### config.mk
export PLATFORM = sky130hd
export DESIGN_NAME = pipeline_hazard_ctrl
export DESIGN_NICKNAME = d
export VERILOG_FILES = /design/src/rtl/pipeline_hazard_ctrl.sv
export SDC_FILE = /design/constraint.sdc
export NUM_CORES = 1
export LEC_CHECK = 0
export CAP_MARGIN = 0
export CORE_UTILIZATION = 27
export CTS_CLUSTER_SIZE = 20
export DETAILED_ROUTE_END_ITERATION = 8
export PLACE_DENSITY = 0.69
export SYNTH_ARGS = -nofsm -noshare
export SYNTH_HDL_FRONTEND = slang
export SYNTH_SLANG_ARGS = --single-unit
### constraint.sdc
create_clock -name clk -period 2.1 [get_ports clk]
set_input_delay 0.21 -clock clk [delete_from_list [all_inputs] [get_ports clk]]
set_output_delay 0.21 -clock clk [all_outputs]
set_load 0.005 [all_outputs]
### src/rtl/pipeline_hazard_ctrl.sv
// Stall/flush sequencer for the 5-stage core: load-use, EX mispredict, multi-cycle FPU, cache misses.
// Optional perf counters are built only when HAZARD_PERF_CNT_EN is defined.
module pipeline_hazard_ctrl #(
  parameter int FPU_LAT = 4,
  parameter int REG_AW  = 5
) (
  input  logic              clk,
  input  logic              rst,
  input  logic [REG_AW-1:0] id_rs1,
  input  logic [REG_AW-1:0] id_rs2,
  input  logic              id_use_rs1,
  input  logic              id_use_rs2,
  input  logic              id_fpu_op,
  input  logic [REG_AW-1:0] ex_rd,
  input  logic              ex_mem_read,
  input  logic              ex_mispredict,
  input  logic              icache_miss,
  input  logic              dcache_miss,
  output logic              pc_hold,
  output logic              Reg_IF_ID_remain,
  output logic              if_id_flush,
  output logic              id_ex_bubble,
  output logic              ex_mem_hold,
  output logic [1:0]        ctrl_state,
  output logic [31:0]       stall_cnt,
  output logic [31:0]       flush_cnt
);

  localparam logic [1:0] RUN      = 2'd0;
  localparam logic [1:0] MEM_WAIT = 2'd1;
  localparam logic [1:0] FPU_WAIT = 2'd2;

  localparam logic [3:0] FPU_INIT = 4'(FPU_LAT - 1);

  logic [1:0] state, state_nxt;
  logic [3:0] fpu_cnt, fpu_cnt_nxt;
  logic       pend, pend_nxt;
  logic       load_use;
  logic       ph, rem, fl, bub, emh;

  assign load_use = ex_mem_read && (ex_rd != '0) &&
                    ((id_use_rs1 && (id_rs1 == ex_rd)) || (id_use_rs2 && (id_rs2 == ex_rd)));

  always_comb begin
    state_nxt   = state;
    fpu_cnt_nxt = fpu_cnt;
    pend_nxt    = pend;
    ph  = 1'b0;
    rem = 1'b0;
    fl  = 1'b0;
    bub = 1'b0;
    emh = 1'b0;
    case (state)
      RUN: begin
        if (dcache_miss) begin
          ph        = 1'b1;
          rem       = 1'b1;
          emh       = 1'b1;
          state_nxt = MEM_WAIT;
          pend_nxt  = ex_mispredict;
        end else if (ex_mispredict) begin
          fl  = 1'b1;
          bub = 1'b1;
        end else if (id_fpu_op) begin
          // The issue cycle itself does not stall; a 1-cycle op never leaves RUN.
          if (FPU_LAT > 1) begin
            state_nxt   = FPU_WAIT;
            fpu_cnt_nxt = FPU_INIT;
          end
        end else if (load_use) begin
          ph  = 1'b1;
          rem = 1'b1;
          bub = 1'b1;
        end else if (icache_miss) begin
          ph = 1'b1;
          fl = 1'b1;
        end
      end
      MEM_WAIT: begin
        // EX is frozen, so a mispredict seen here re-asserts later and is ignored.
        if (dcache_miss) begin
          ph  = 1'b1;
          rem = 1'b1;
          emh = 1'b1;
        end else begin
          state_nxt = RUN;
          pend_nxt  = 1'b0;
          if (pend) begin
            fl  = 1'b1;
            bub = 1'b1;
          end
        end
      end
      FPU_WAIT: begin
        ph  = 1'b1;
        rem = 1'b1;
        bub = 1'b1;
        if (dcache_miss) begin
          emh = 1'b1;
        end else if (fpu_cnt <= 4'd1) begin
          state_nxt   = RUN;
          fpu_cnt_nxt = '0;
        end else begin
          fpu_cnt_nxt = fpu_cnt - 4'd1;
        end
      end
      default: begin
        state_nxt   = RUN;
        fpu_cnt_nxt = '0;
        pend_nxt    = 1'b0;
      end
    endcase
  end

  always_ff @(posedge clk or negedge rst) begin
    if (!rst) begin
      state   <= RUN;
      fpu_cnt <= '0;
      pend    <= 1'b0;
    end else begin
      state   <= state_nxt;
      fpu_cnt <= fpu_cnt_nxt;
      pend    <= pend_nxt;
    end
  end

  // Outputs are forced low while reset is held, independent of the hazard inputs.
  assign pc_hold          = rst & ph;
  assign if_id_flush      = rst & fl;
  assign Reg_IF_ID_remain = rst & rem & ~fl;
  assign id_ex_bubble     = rst & bub;
  assign ex_mem_hold      = rst & emh;
  assign ctrl_state       = state;

`ifdef HAZARD_PERF_CNT_EN
  logic mp_flush;
  assign mp_flush = ~dcache_miss &
                    (((state == RUN) & ex_mispredict) | ((state == MEM_WAIT) & pend));

  always_ff @(posedge clk or negedge rst) begin
    if (!rst) begin
      stall_cnt <= '0;
      flush_cnt <= '0;
    end else begin
      if (pc_hold)  stall_cnt <= stall_cnt + 32'd1;
      if (mp_flush) flush_cnt <= flush_cnt + 32'd1;
    end
  end
`else
  assign stall_cnt = '0;
  assign flush_cnt = '0;
`endif

endmodule

== Yosys cells after proc, flatten, opt, wreduce, memory -nomap -nowiden ==
Index checks and enable logic that the tools add are counted.

* Register bits: 7
* Word-level logic and storage cells: 77

* $add $sub $neg: 1
* Magnitude comparators: 1
* Equality and inequality tests: 13
* Muxes and demuxes: 39
* Bitwise logic cells: 9
* Reduce and logical (&&, ||, !) cells: 11

{| class="wikitable"
|+ Operators by type and width
! cell !! number
|-
| 1-bit 2-to-1 mux || 21
|-
| 4-bit 2-to-1 mux || 5
|-
| 2-bit inequality test (second input constant) || 7
|-
| 2-bit 2-to-1 mux || 6
|-
| 1-bit one-hot mux with 3 select lines || 4
|-
| 4-bit one-hot mux with 3 select lines || 1
|-
| 5-bit equality test || 2
|-
| 5-bit AND reduction || 2
|-
| 1-bit bitwise AND || 6
|-
| 3-bit inequality test (second input constant) || 2
|-
| 2-bit one-hot mux with 3 select lines || 1
|-
| 5-bit nonzero test || 1
|-
| 4-bit by 1-bit <= comparator with 1-bit output (second input constant) || 1
|-
| 1-bit logical AND || 4
|-
| 4-bit by 1-bit subtractor with 4-bit output (second input constant) || 1
|-
| 1-bit inverter || 3
|-
| 3-bit AND reduction || 1
|-
| 3-bit OR reduction || 1
|-
| 2-bit by 1-bit equality test with 1-bit output (second input constant) || 1
|-
| 2-bit equality test (second input constant) || 1
|-
| 2-bit logical NOT || 1
|-
| 1-bit one-hot mux with 2 select lines || 1
|-
| 1-bit logical OR || 1
|}

== Depth between registers and ports, before layout ==
* Word-level depth: 11
* Mapped depth: 6
* Gate-level depth less buffers: 6

== Worst setup path before layout ==
No wires, ideal clock.

* Path type: reg-to-output
* Start: reg state[0] (netlist: ctrl_state[0])
* End: out if_id_flush
* Arrival time: 1.296 ns
* Required time: 1.890 ns
* Slack: 0.594 ns
* Cell stages (with the launch flop): 6
* Path buffers: 1
* Path through: dfrtp_1 > buf_2 > nand2b_1 > a211oi_1 > o21a_1 > o31a_1

* Cells in the longest elaborated chain, start to end: 3

{| class="wikitable"
|+ RTL lines
! what !! line !! source
|-
| from (decl) || 35 || <nowiki>logic [1:0] state, state_nxt;</nowiki>
|-
| from (signal assigned) || 121 || <nowiki>state <= state_nxt;</nowiki>
|-
| 2-bit by 1-bit equality test with 1-bit output / 2-bit logical NOT (equally long branches) || 53 || <nowiki>case (state)</nowiki>
|-
| 1-bit one-hot mux with 2 select lines (*) || 53 ||
|-
| 1-bit bitwise AND (*) || 129 || <nowiki>assign if_id_flush = rst & fl;</nowiki>
|-
| to (decl) || 21 || <nowiki>output logic if_id_flush,</nowiki>
|}

Mark *: on every way between the ends. The rest lies on a longest branch, timed or not.

== Worst setup path in the final report ==
* Start: in id_rs2[0]
* End: out id_ex_bubble

* Cells in the longest elaborated chain, start to end: 10

{| class="wikitable"
|+ RTL lines
! what !! line !! source
|-
| from (decl) || 10 || <nowiki>input logic [REG_AW-1:0] id_rs2,</nowiki>
|-
| 5-bit equality test || 42 || <nowiki>((id_use_rs1 && (id_rs1 == ex_rd)) || (id_use_rs2 && (id_rs2 == ex_rd)));</nowiki>
|-
| 1-bit logical AND || 42 ||
|-
| 1-bit logical OR || 42 ||
|-
| 1-bit logical AND || 41 || <nowiki>assign load_use = ex_mem_read && (ex_rd != '0) &&</nowiki>
|-
| 1-bit 2-to-1 mux || 70 || <nowiki>end else if (load_use) begin</nowiki>
|-
| 1-bit 2-to-1 mux || 64 || <nowiki>end else if (id_fpu_op) begin</nowiki>
|-
| 1-bit 2-to-1 mux || 61 || <nowiki>end else if (ex_mispredict) begin</nowiki>
|-
| 1-bit 2-to-1 mux || 55 || <nowiki>if (dcache_miss) begin</nowiki>
|-
| 1-bit one-hot mux with 3 select lines || 53 ||
|-
| 1-bit bitwise AND || 131 || <nowiki>assign id_ex_bubble = rst & bub;</nowiki>
|-
| to (decl) || 22 || <nowiki>output logic id_ex_bubble,</nowiki>
|}

Every way passes these cells.

==> results.md <==
Outcome:
- The flow ran to the end, and the final reports show no timing, DRC or antenna violations.

STA:
- Setup violations remaining at the end of the flow were counted as 0.
- In the final timing run, aggregate negative setup slack is 0 ns.
- For the finished layout, the period the worst path requires is 2.04 ns.
- The total count of max-transition violations in the final report is 0.
- For this run, the top clock speed supported by timing is 491 MHz.
- The number of hold-slack violations in the final timing report was 0.
- The share of the clock period used by the worst path is between 90% and 100%.
- The largest clock skew in the final design is 0.00447 ns.

Placement:
- The congestion estimate from routability-driven global placement came to ~0.8.
- The instance area after placement is 1340 sq um.
- During placement, the flow inserted port buffers numbering 30.
- The half-perimeter wire length after placement is just under 2000 um.

Clock tree:
- The CTS buffer count is 3.
- The later-pin clock latency in the skew report is around 0.23 ns.
- The clock passes through at most 2 buffers.
- The CTS tree is yes.
- The sink count of the clock tree is 7.
- The cell at the root of the clock tree is clkbuf_8.
- The H-tree depth is 1.
- In this run, post-CTS hold repair placed 0 buffers.
- The clock transition at the register clock pins on the worst setup and hold paths after CTS is 0.04 ns.

Global route:
- Entering global routing, the biggest net connects 13 pins.
- The number of global-route vias before repair is 736.
- The total global routing track utilization is between 10 and 15%.
- The number of antenna violations at the first check in global routing came to 0.
- The global-route wire length before repair is 3610 um.
- The leftover overflow at the end of global routing is 0.

Detailed routing:
- The number of iterations in the first detailed-routing pass is 4.
- Dividing the detail-routed wire length by the instance count gives around 10 um.
- The initial detailed-routing violation count is 17.
- The detailed router placed ~900 vias in this run.
- The detail route stage leaves a number of antenna-violating nets equal to 0.
- Using the TritonRoute via totals, the vias-per-cell ratio works out to roughly 3.8.
- After detailed routing, the number of remaining DRC violations is 0.
- Summed over all layers, the routed wires come to approximately 2400 um.

Synth:
- The number of distinct library cells after synthesis is 42.
- The number of flops mapped to enable cells by yosys is 0.
- Synthesis produced a netlist whose cell count is between 100 and 150.
- By area the synthesized netlist is led by buf_4 41%, dfrtp_1 15%, xor2_1 6.0%.
- The fraction of synthesized cell area taken by the top area cell type is roughly two fifths.
- The main flop type after synthesis is dfrtp_1.
- Averaged over all synthesized cells, the footprint is 8.05 sq um.
- The proportion of register bits with asynchronous set or reset after synthesis is 100%.
- During synthesis, Yosys emitted a total of 0 warnings.
- The number of storage elements in the synthesis netlist is 7.
- The largest total area in the synthesized netlist belongs to buf_4.
- The share of the Yosys chip area taken by registers is between 15 and 20%.
- The post-synth design cell area is 1160 sq um.

Die:
- The area inside the core boundary is 4060 sq um.
- The horizontal extent of the die is 67.5 um.
- The area of the die is approximately 4600 sq um.
- Once the floorplan was initialized, standard cells occupied about 29% of the core.
- The count of pins on the block boundary is 95.
- The die is ~68 um tall.
- The number of standard-cell rows in the floorplan is 23.

Finish:
- The final core utilization is roughly a third.
- The finished layout cell area is ~1400 sq um.
- The share of post-route cells with drive strength above 1 is roughly 11%.
- The number of nets in the final layout is 213.
- 0 antenna diodes ended up in the layout.
- The number of inserted filler cells in the final layout is 438.
- The area growth from synthesis to layout is 20.7%.

Critical path:
- The worst setup path is of the in -> out kind.
- Data on the critical path arrives at its endpoint at between 1.5 and 2 ns.
- The sort of element at the end of the critical path is an output port.
- The endpoint of the worst-slack reg-to-reg timing path is fpu_cnt[0].
- At the worst endpoint, the required time is around 1.9 ns.
- The flop-to-flop setup slack is 0.45 ns.
- The startpoint identified for the worst register-to-register timing path is fpu_cnt[0].
- Along the worst path, the maximum fanout reaches 3.
- The critical path ends at id_ex_bubble.
- The launch point of the worst path is id_rs2[0].
- The count of cells along the worst register-to-register path is 6.
- STA classifies the critical path startpoint as a primary input.

Pwr:
- Summed over all nets, the switching power comes to about 0.00023 W.
- The internal portion of total power is 0.000429 W.
- Per report_power, the sequential group accounts for between 20 and 30% of the total.
- The part of the power in the clock network is 29.5%.
- The maximum vdd ir drop is a little over 300 uV.
- The leakage power figure is 0.693 nW.
- Net switching is around a third of the power.
- The proportion of power drawn by combinational gates is between 40% and 50%.
- For this design the ratio of total power to cell area is between 400 and 500 nW/um^2.

Job:
- The tool flagged a number of max-cap violations equal to 0.

Min path:
- The class of the worst hold path is in -> async.
[cell usage in the layout, fill, tap and decap left out, drive strengths merged, types with 5 or more instances in the layout]
cell type	count
xor2	8
nand2	5
dfrtp	7
clkbuf	5
buf	11
conb	64
o21ai	6
clkdlybuf4s50	23
inv	5
[kinds of logic (layout without fill, tap and decap cells)]
logic type / after synthesis / after routing / synth area share [%]
flip-flops: 7 / 7 / 15.1
multiplexers: 2 / 2 / 1.84
AO/OA/AOI/OAI: 25 / 25 / 16.0
other: 1 / 64 / 0.324
AND/OR/NAND/NOR: 26 / 26 / 13.1
buffers and inverters: 71 / 50 / 44.0
XOR/XNOR: 10 / 10 / 7.56
adder cells (fa/ha/maj): 2 / 2 / 2.16
[routing by layer]
layer  wire length (um)  vias to the layer above  GRT usage (%)
li1                   -                      447              -
met1                950                      394           13.1
met2               1270                       56           18.6
met3                176                        4           1.86
met4                 22                        0           4.52
met5                  0                        -              0
[timing repair]
action | 4_1_cts | 5_1_grt
endpoints found under the setup margin | 4 | 4
pin swaps | 5 | 3
setup buffers | 1 | 1
gates resized for setup | 11 | 5
[cells in the mapped netlist (2+ instances only)]
library cell   n
nand2_1        5
o21a_1         3
nand2b_1       3
dfrtp_1        7
o21ai_0        5
inv_1          5
ha_1           2
nor4_1         3
nor2_1         4
xor2_1         8
buf_2          2
xnor2_1        2
buf_4         64
and3_1         2
o211ai_1       2
[layout make-up]
| cell class | instances | area (sq um) | area share (%) |
|---|---|---|---|
| Clock buffer | 4 | 45.0 | 3.22 |
| Inverter | 5 | 18.8 | 1.34 |
| Multi-Input combinational cell | 129 | 724 | 51.8 |
| Sequential cell | 7 | 175 | 12.5 |
| Tap cell | 50 | 62.6 | 4.47 |
| Timing Repair Buffer | 41 | 373 | 26.7 |
[power groups by stage]
stage,combinational [W],sequential (W),clock [W]
after floorplan,0.000245,0.000178,0
after global placement,0.000271,0.000186,0
after detailed placement,0.000275,0.000187,0
after CTS,0.000276,0.000185,0.000197
after global routing,0.000314,0.000190,0.000207
final,0.000279,0.000186,0.000195
[state kept, by name (all words and copies together), names as in the netlist]
register,count
ctrl_state,2
fpu_cnt,4
pend,1
[worst min-delay path by stage]
stage               from       endpoint  slack, ns  cells past startpoint
floorplan            rst  ctrl_state[0]      -0.09                      0
global placement    pend           pend       0.55                      2
detailed placement   rst     fpu_cnt[2]       0.57                      2
CTS                  rst     fpu_cnt[2]       0.33                      2
global route         rst  ctrl_state[1]       0.34                      2
finish               rst  ctrl_state[1]       0.33                      2
[worst max-delay path, stage by stage]
cell and delay (ns):
clkdlybuf4s50_1 0.41, xor2_1 0.16, nor4_2 0.32, a32oi_2 0.18, buf_4 0.16, o21ai_1 0.15
clkdlybuf4s15_1 0.23
[through the flow]
step	total power (W)	worst slack, ns	hold slack [ns]	std cells
2_1_floorplan	0.000423	0.594	-0.0856	207
3_3_place_gp	0.000457	-0.249	0.553	230
3_5_place_dp	0.000462	-0.251	0.568	230
4_1_cts	0.000658	0.0119	0.330	235
5_1_grt	0.000711	-0.00477	0.344	236
6_report	0.000660	0.0647	0.328	236
No activity file was read; power rests on OpenSTA's default activity.
